`src/rtl/hazard_control_unit.sv`:
```
// Pipeline hazard controller sitting between the IF/ID and ID/EX stages.
// Holds the front end on load-use hazards, squashes wrong-path slots after
// a redirect, freezes everything while memory is busy, and keeps saturating
// stall/flush event counters.
//
// state      | meaning
// -----------+---------------------------------------------------------
// ST_RUN     | normal flow; load-use hazards evaluated combinationally
// ST_LOAD_STL| front end held, bubble injected; rem cycles still to go
// ST_FLUSH   | IF/ID squashed on wrong-path slots; rem cycles still to go
module hazard_control_unit #(
    parameter int LOAD_STALL_CYCLES = 1,
    parameter int FLUSH_CYCLES      = 1,
    parameter int CNT_W             = 16,
    parameter int ZERO_REG_BYPASS   = 1
) (
    input  logic             clk,
    input  logic             rst,
    input  logic [31:0]      instruction,
    input  logic             fd_uses_rt,
    input  logic [4:0]       dx_rt,
    input  logic             dx_mem_read,
    input  logic             branch,
    input  logic             equals_result,
    input  logic             jump,
    input  logic             mem_busy,
    input  logic             counter_clear,
    output logic             pc_load_enable,
    output logic             fd_load_enable,
    output logic             dx_bubble,
    output logic             fd_flush,
    output logic [CNT_W-1:0] stall_cycles,
    output logic [CNT_W-1:0] flush_events
);

    localparam int REM_MAX = (LOAD_STALL_CYCLES > FLUSH_CYCLES) ? LOAD_STALL_CYCLES : FLUSH_CYCLES;
    localparam int REM_W   = (REM_MAX > 1) ? $clog2(REM_MAX + 1) : 1;

    typedef enum logic [1:0] {
        ST_RUN        = 2'd0,
        ST_LOAD_STALL = 2'd1,
        ST_FLUSH      = 2'd2
    } state_t;

    state_t             state_q, state_d;
    logic [REM_W-1:0]   rem_q, rem_d;
    logic [CNT_W-1:0]   stall_q, flush_q;
    logic               stall_inc, flush_inc;
    logic               hz, redir, zero_bypass;
    logic [4:0]         rs, rt;
    logic               unused_instr_bits;

    assign rs = instruction[25:21];
    assign rt = instruction[20:16];
    assign unused_instr_bits = ^{instruction[31:26], instruction[15:0]};

    assign zero_bypass = (ZERO_REG_BYPASS != 0) && (dx_rt == 5'd0);
    assign hz    = dx_mem_read && ((dx_rt == rs) || (fd_uses_rt && (dx_rt == rt))) && !zero_bypass;
    assign redir = jump || (branch && equals_result);

    // Next-state, rem and same-cycle pipeline controls; priority mem_busy > redir > hz.
    always_comb begin
        state_d        = state_q;
        rem_d          = rem_q;
        pc_load_enable = 1'b1;
        fd_load_enable = 1'b1;
        dx_bubble      = 1'b0;
        fd_flush       = 1'b0;
        stall_inc      = 1'b0;
        flush_inc      = 1'b0;

        if (mem_busy) begin
            pc_load_enable = 1'b0;
            fd_load_enable = 1'b0;
        end else if (redir) begin
            fd_flush  = 1'b1;
            flush_inc = 1'b1;
            if (FLUSH_CYCLES > 1) begin
                state_d = ST_FLUSH;
                rem_d   = REM_W'(FLUSH_CYCLES - 1);
            end else begin
                state_d = ST_RUN;
                rem_d   = '0;
            end
        end else begin
            case (state_q)
                ST_RUN: begin
                    if (hz) begin
                        pc_load_enable = 1'b0;
                        fd_load_enable = 1'b0;
                        dx_bubble      = 1'b1;
                        stall_inc      = 1'b1;
                        if (LOAD_STALL_CYCLES > 1) begin
                            state_d = ST_LOAD_STALL;
                            rem_d   = REM_W'(LOAD_STALL_CYCLES - 1);
                        end
                    end
                end
                ST_LOAD_STALL: begin
                    pc_load_enable = 1'b0;
                    fd_load_enable = 1'b0;
                    dx_bubble      = 1'b1;
                    stall_inc      = 1'b1;
                    if (rem_q == REM_W'(1)) begin
                        state_d = ST_RUN;
                        rem_d   = '0;
                    end else begin
                        rem_d = rem_q - REM_W'(1);
                    end
                end
                ST_FLUSH: begin
                    fd_flush = 1'b1;
                    if (rem_q == REM_W'(1)) begin
                        state_d = ST_RUN;
                        rem_d   = '0;
                    end else begin
                        rem_d = rem_q - REM_W'(1);
                    end
                end
                default: begin
                    state_d = ST_RUN;
                    rem_d   = '0;
                end
            endcase
        end

        // Reset overrides the combinational hazard path so the pipe runs free.
        if (rst) begin
            pc_load_enable = 1'b1;
            fd_load_enable = 1'b1;
            dx_bubble      = 1'b0;
            fd_flush       = 1'b0;
        end
    end

    // FSM state and remaining-cycle down-counter.
    always_ff @(posedge clk or posedge rst) begin
        if (rst) begin
            state_q <= ST_RUN;
            rem_q   <= '0;
        end else begin
            state_q <= state_d;
            rem_q   <= rem_d;
        end
    end

    // Saturating event counters; clear beats a same-cycle increment.
    always_ff @(posedge clk or posedge rst) begin
        if (rst) begin
            stall_q <= '0;
            flush_q <= '0;
        end else if (counter_clear) begin
            stall_q <= '0;
            flush_q <= '0;
        end else begin
            if (stall_inc && (stall_q != {CNT_W{1'b1}})) begin
                stall_q <= stall_q + CNT_W'(1);
            end
            if (flush_inc && (flush_q != {CNT_W{1'b1}})) begin
                flush_q <= flush_q + CNT_W'(1);
            end
        end
    end

    assign stall_cycles = stall_q;
    assign flush_events = flush_q;

endmodule

```
`config.mk`:
```
export PLATFORM = sky130hd
export DESIGN_NAME = hazard_control_unit
export DESIGN_NICKNAME = d
export VERILOG_FILES = /design/src/rtl/hazard_control_unit.sv
export SDC_FILE = /design/constraint.sdc
export NUM_CORES = 1
export LEC_CHECK = 0
export ABC_AREA = 1
export BUFFER_PORTS_ARGS = -buffer_cell sky130_fd_sc_hd__buf_4
export CORE_MARGIN = 3
export CORE_UTILIZATION = 54
export DETAILED_ROUTE_END_ITERATION = 8
export GPL_TIMING_DRIVEN = 0
export PLACE_DENSITY = 0.9
export SYNTH_ARGS = -nofsm -noshare
export SYNTH_HDL_FRONTEND = slang
export SYNTH_SLANG_ARGS = --single-unit
```
`constraint.sdc`:
```
create_clock -name clk -period 4.41 [get_ports clk]
set_input_delay 0 -clock clk [delete_from_list [all_inputs] [get_ports clk]]
set_output_delay 0 -clock clk [all_outputs]
set_load 0.03 [all_outputs]
```
### Yosys cells after proc, flatten, opt, wreduce, memory -nomap -nowiden

Index checks and enable logic that the tools add are counted.
Widths: inputs -> output; s select.

| word-level totals | value |
|---|---|
| output and inout port bits | 36 |
| input bits | 46 |
| flip-flop bits (word level) | 35 |
| logic and storage cells | 58 |

| operators by class | value |
|---|---|
| bitwise operators | 1 |
| add/subtract/negate cells | 3 |
| muxes and demuxes | 26 |
| equality and inequality tests | 8 |
| reduce and logical (&&, ||, !) cells | 16 |

Operators with widths:

| kind | count |
|---|---|
| $mux 16 | 4 |
| $add 16x1->16 const B | 2 |
| $ne 16x16->1 const B | 2 |
| $mux 1 | 16 |
| $eq 5x5->1 | 2 |
| $logic_and 1x1->1 | 6 |
| $pmux 1 s2 | 3 |
| $logic_not 5->1 | 1 |
| $mux 2 | 2 |
| $pmux 2 s2 | 1 |
| $reduce_bool 2->1 | 2 |
| $ne 3x1->1 const B | 1 |
| $reduce_and 3->1 | 1 |
| $eq 2x1->1 const B | 1 |
| $eq 2x2->1 const B | 1 |
| $logic_not 2->1 | 1 |
| $logic_or 1x1->1 | 2 |
| $ne 2x2->1 const B | 1 |
| $reduce_and 2->1 | 1 |
| $reduce_or 2->1 | 1 |
| $logic_not 1->1 | 1 |
| $not 1->1 | 1 |
| $sub 1x1->1 const B | 1 |

### Logic depth before layout (Yosys ltp)

| depth | value |
|---|---|
| depth after elaboration | 12 |
| mapped depth | 11 |
| depth with buffers taken out | 10 |

### Worst setup path after synthesis

Ideal clock, no wire load.

| timing | value |
|---|---|
| path type | register to register |
| from | reg flush_q[0] (netlist: flush_events[0]) |
| to | reg flush_q[9] (netlist: flush_events[9]) |
| library setup time | 117 ps |
| clock period less this slack | 1830 ps |
| arrival | 1712 ps |
| path slack | 2580 ps |
| stages on the path, launching flop included | 10 |
| cell sequence | dfrtp_1 -> ha_1 -> nand2_1 -> nor2_2 -> nand2_2 -> o21bai_4 -> nand2_4 -> buf_6 -> nand2_1 -> nand2_1 |

| on the way | value |
|---|---|
| word-level cells in the longest chain between the ends | 3 |

RTL lines:

| what | line | text |
|---|---|---|
| start: declaration | 47 | `logic [CNT_W-1:0] stall_q, flush_q;` |
| start signal: assignment | 160 | `flush_q <= flush_q + CNT_W'(1);` |
| $add 16x1->16 or $ne 16x16->1 (tied branches) | 160, 159 |  |
| $mux 16 or $logic_and 1x1->1 (tied branches) | 159 | `if (flush_inc && (flush_q != {CNT_W{1'b1}})) begin` |
| $mux 16 or $reduce_bool 2->1 (tied branches) | n/a |  |

Parallel ways exist; a longest one is shown, timed or not. The select of a mux whose other input is x is not followed.
A chain may end at the register's enable or synchronous reset.

### Final worst setup path

| timing | value |
|---|---|
| from | reg flush_q[0] (netlist: flush_events[0]) |
| to | reg flush_q[11] (netlist: flush_events[11]) |

Same word-level chain as after synthesis.

==> metrics.yaml <==
finish:
  area.growth.synth_to_final_pct: 27.2
  final_net_count: 460
  final_util: 0.727
  fill_cells: 327
  multi_input_comb_area_mm2: 0.00133
  diodes: 0
  seq_area_um2: 801
  drive_gt1_frac: 0.214
global_route:
  grt_pass1_wl_mm: 10.6
  grt_pass1_vias: 2263
  antenna_found_initial: 0
  grt_max_degree: 34
  gr-total-overflow: 0
  grtUsageTotal: 0.259
placed_design:
  io_buffers: 59
  dp_hpwl_mm: 4.61
  gp_congestion: 0.982
logic_synthesis:
  synth_cell_types: 29
  synth-seq-cells: 32
  synth_top_cell_area_share: 0.345
  synth_top_area_cell: "dfrtp_1"
  seq_area_frac_synth: 0.345
  async_flop_share: 1.00
  synth.cell_area_mm2: 0.00232
  synth.area.mux_share: 0
  yosysWarnings: 0
  synth_top_family_by_area: "simple AND/OR/NAND/NOR gates"
  synth_nets: 391
  synth_compound_area_frac: 0.0545
  syn_inst: 343
  synthAdderAreaFrac: 0.0108
  synth_xor_area_frac: 0.0756
  yosys_most_used_dff: "dfrtp_1"
  synth-edff-count: 0
  synth_simple_gate_area_share: 0.434
  synth_area_leaders: "dfrtp_1 (35%), nand2_1 (18%), nand3_1 (8.2%), nor2_1 (8.1%), xor2_1 (5.7%)"
  syn_avg_cell_area_um2: 6.76
die:
  num_rows: 23
  start_util: 0.571
  die_area_mm2: 0.00512
  ioPinCount: 82
  dieWidth_um: 71.5
  core_mm2: 0.00406
  die_h_um: 71.5
pwr:
  peakVddDrop_v: 0.000177
  intPower_uw: 449
  power.density_mw_per_mm2: 214
  netSwitchingFraction: 0.289
  clockPowerShare: 0.346
  seqPwrFrac: 0.483
  pwr-share-comb: 0.171
  p_leak_uw: 0.00151
  power.switching_uw: 182
sta:
  worst_slew_pin_slew_ns: 0.632
  slew_viol_final: 0
  clock_skew_ns: 0.00458
  rsz0062_at_grt: "no"
  fmaxAchievable_ghz: 0.515
  max_slew_margin: 0.575
  setup_viol: 0
  fin_crit_sh: 0.441
  hold_violations: 0
  period_needed_ns: 1.94
  tns_ns: 0
clocking:
  numCtsBuffers: 5
  path_clk_slew_ns: 0.07
  htree_levels: 2
  cts_tree: "yes"
  clk_latency_ns: 0.29
  cts.sinks: 32
  cts-root-buf: "clkbuf_8"
  cts_resized: 0
  cts_buffer_depth: 2
setup_path:
  startpoint_type: "register"
  cp.required_ns: 4.58
  critPathKind: "register to register"
  end_kind: "register"
  path_max_fanout: 9
  crit_arrival_ns: 2.12
outcome:
  status: "completed"
drt:
  dr_total_vias: 2472
  wl_per_cell_um: 13.6
  drc_errors: 0
  drt-total-wl_mm: 6.26
  ant_nets: 0
  vias_per_cell: 5.35
  first_pass_iters: 5
  drt_first_iter_violations: 143
worst_hold_path:
  hold_class: "input port to register"
job:
  drv_cap: 0
-- per-stage QoR --
| stage | instances | total power, µW | cell area (µm²) | setup slack [ns] | hold WS, ns |
|---|---|---|---|---|---|
| floorplan | 343 | 370 | 2320 | 2.58 | 0.112 |
| global placement | 452 | 410 | 2820 | 2.56 | 0.283 |
| detailed placement | 452 | 414 | 2820 | 2.53 | 0.284 |
| CTS | 460 | 631 | 2910 | 2.47 | 0.107 |
| global route | 462 | 657 | 2950 | 2.30 | 0.204 |
| finish | 462 | 631 | 2950 | 2.47 | 0.191 |
-- cells in the mapped netlist, types with 3 or more instances --
master	count
nand2_1	112
clkbuf_1	4
nor3_1	13
xnor2_1	5
o21ai_2	6
inv_2	3
nand4_1	4
xor2_1	15
inv_1	31
o21ai_0	4
nor2_1	50
a21oi_1	4
dfrtp_1	32
nand3_1	38
-- area by class of cell --
class / count / area share
Clock inverter: 1 / 0.00170
Buffer: 8 / 0.0178
Multi-Input combinational cell: 268 / 0.452
Sequential cell: 32 / 0.272
Clock buffer: 6 / 0.0246
Tap cell: 50 / 0.0212
Inverter: 35 / 0.0445
Timing Repair Buffer: 62 / 0.166
-- power by group through the flow --
stage	sequential, µW	combinational [µW]	clock [µW]
2_1_floorplan	318	52.3	0
3_3_place_gp	310	100	0
3_5_place_dp	310	104	0
4_1_cts	304	105	221
5_1_grt	305	118	234
6_report	305	108	219
-- metal layers --
layer  wire length (µm)  GRT usage
met5                  0          0
met4                 73     0.0814
met3                505     0.0547
met2               3020      0.412
met1               2660      0.353
-- cell usage in the layout, fill, tap and decap left out --
cell           count
nand2_1          112
buf_4             61
nor2_1            50
nand3_1           38
dfrtp_1           32
inv_1             31
xor2_1            15
nor3_1            13
o21ai_2            6
clkbuf_1           5
xnor2_1            5
clkbuf_8           5
a21oi_1            4
o21ai_0            4
nand4_1            4
inv_2              3
nand2_4            2
o31ai_1            2
buf_6              2
nor3b_1            2
nand3b_1           2
ha_1               2
dlygate4sd3_1      2
or2_2              1
nor3_4             1
nor2_2             1
nand2_2            1
o21bai_4           1
clkinv_1           1
nor3_2             1
nand4_4            1
clkinv_2           1
buf_16             1
-- flip-flops by register name, summed over array words and instances (netlist names) --
name / count
stall_cycles: 16
flush_events: 16
-- critical path, cell delays in order, from the launching register on --
cell	delay, ns
dfrtp_1	0.46
ha_1	0.26
nand2_1	0.09
nor2_2	0.22
nand2_2	0.13
o21bai_4	0.29
nor2_1	0.08
o21ai_0	0.21
nor2_1	0.08
-- cells by family after synthesis --
logic type / count (synthesis)
flip-flops: 32
XOR/XNOR: 20
AND/OR/NAND/NOR: 229
buffers and inverters: 43
adder cells (fa/ha/maj): 2
AO/OA/AOI/OAI: 17
-- worst paths after layout --
kind                                              from                            to  slack, ns  depth (start not counted)
hold / removal                                mem_busy  stall_cycles[10]$_DFFE_PP0P_       0.19                          6
max in group asynchronous                          rst   stall_cycles[2]$_DFFE_PP0P_       3.56                          4
setup reg to reg           flush_events[0]$_DFFE_PP0P_  flush_events[11]$_DFFE_PP0P_       2.47                          8
setup / recovery           flush_events[0]$_DFFE_PP0P_  flush_events[11]$_DFFE_PP0P_       2.47                          8
hold reg to reg            flush_events[7]$_DFFE_PP0P_   flush_events[7]$_DFFE_PP0P_       0.57                          2
min in group asynchronous                          rst   flush_events[4]$_DFFE_PP0P_       0.34                          3
-- timing repair --
action / in CTS / in global routing
hold buffers: 1 / 1
setup buffers: 0 / 0
hold endpoints to repair: 1 / 11
(Power assumes the default switching activity.)
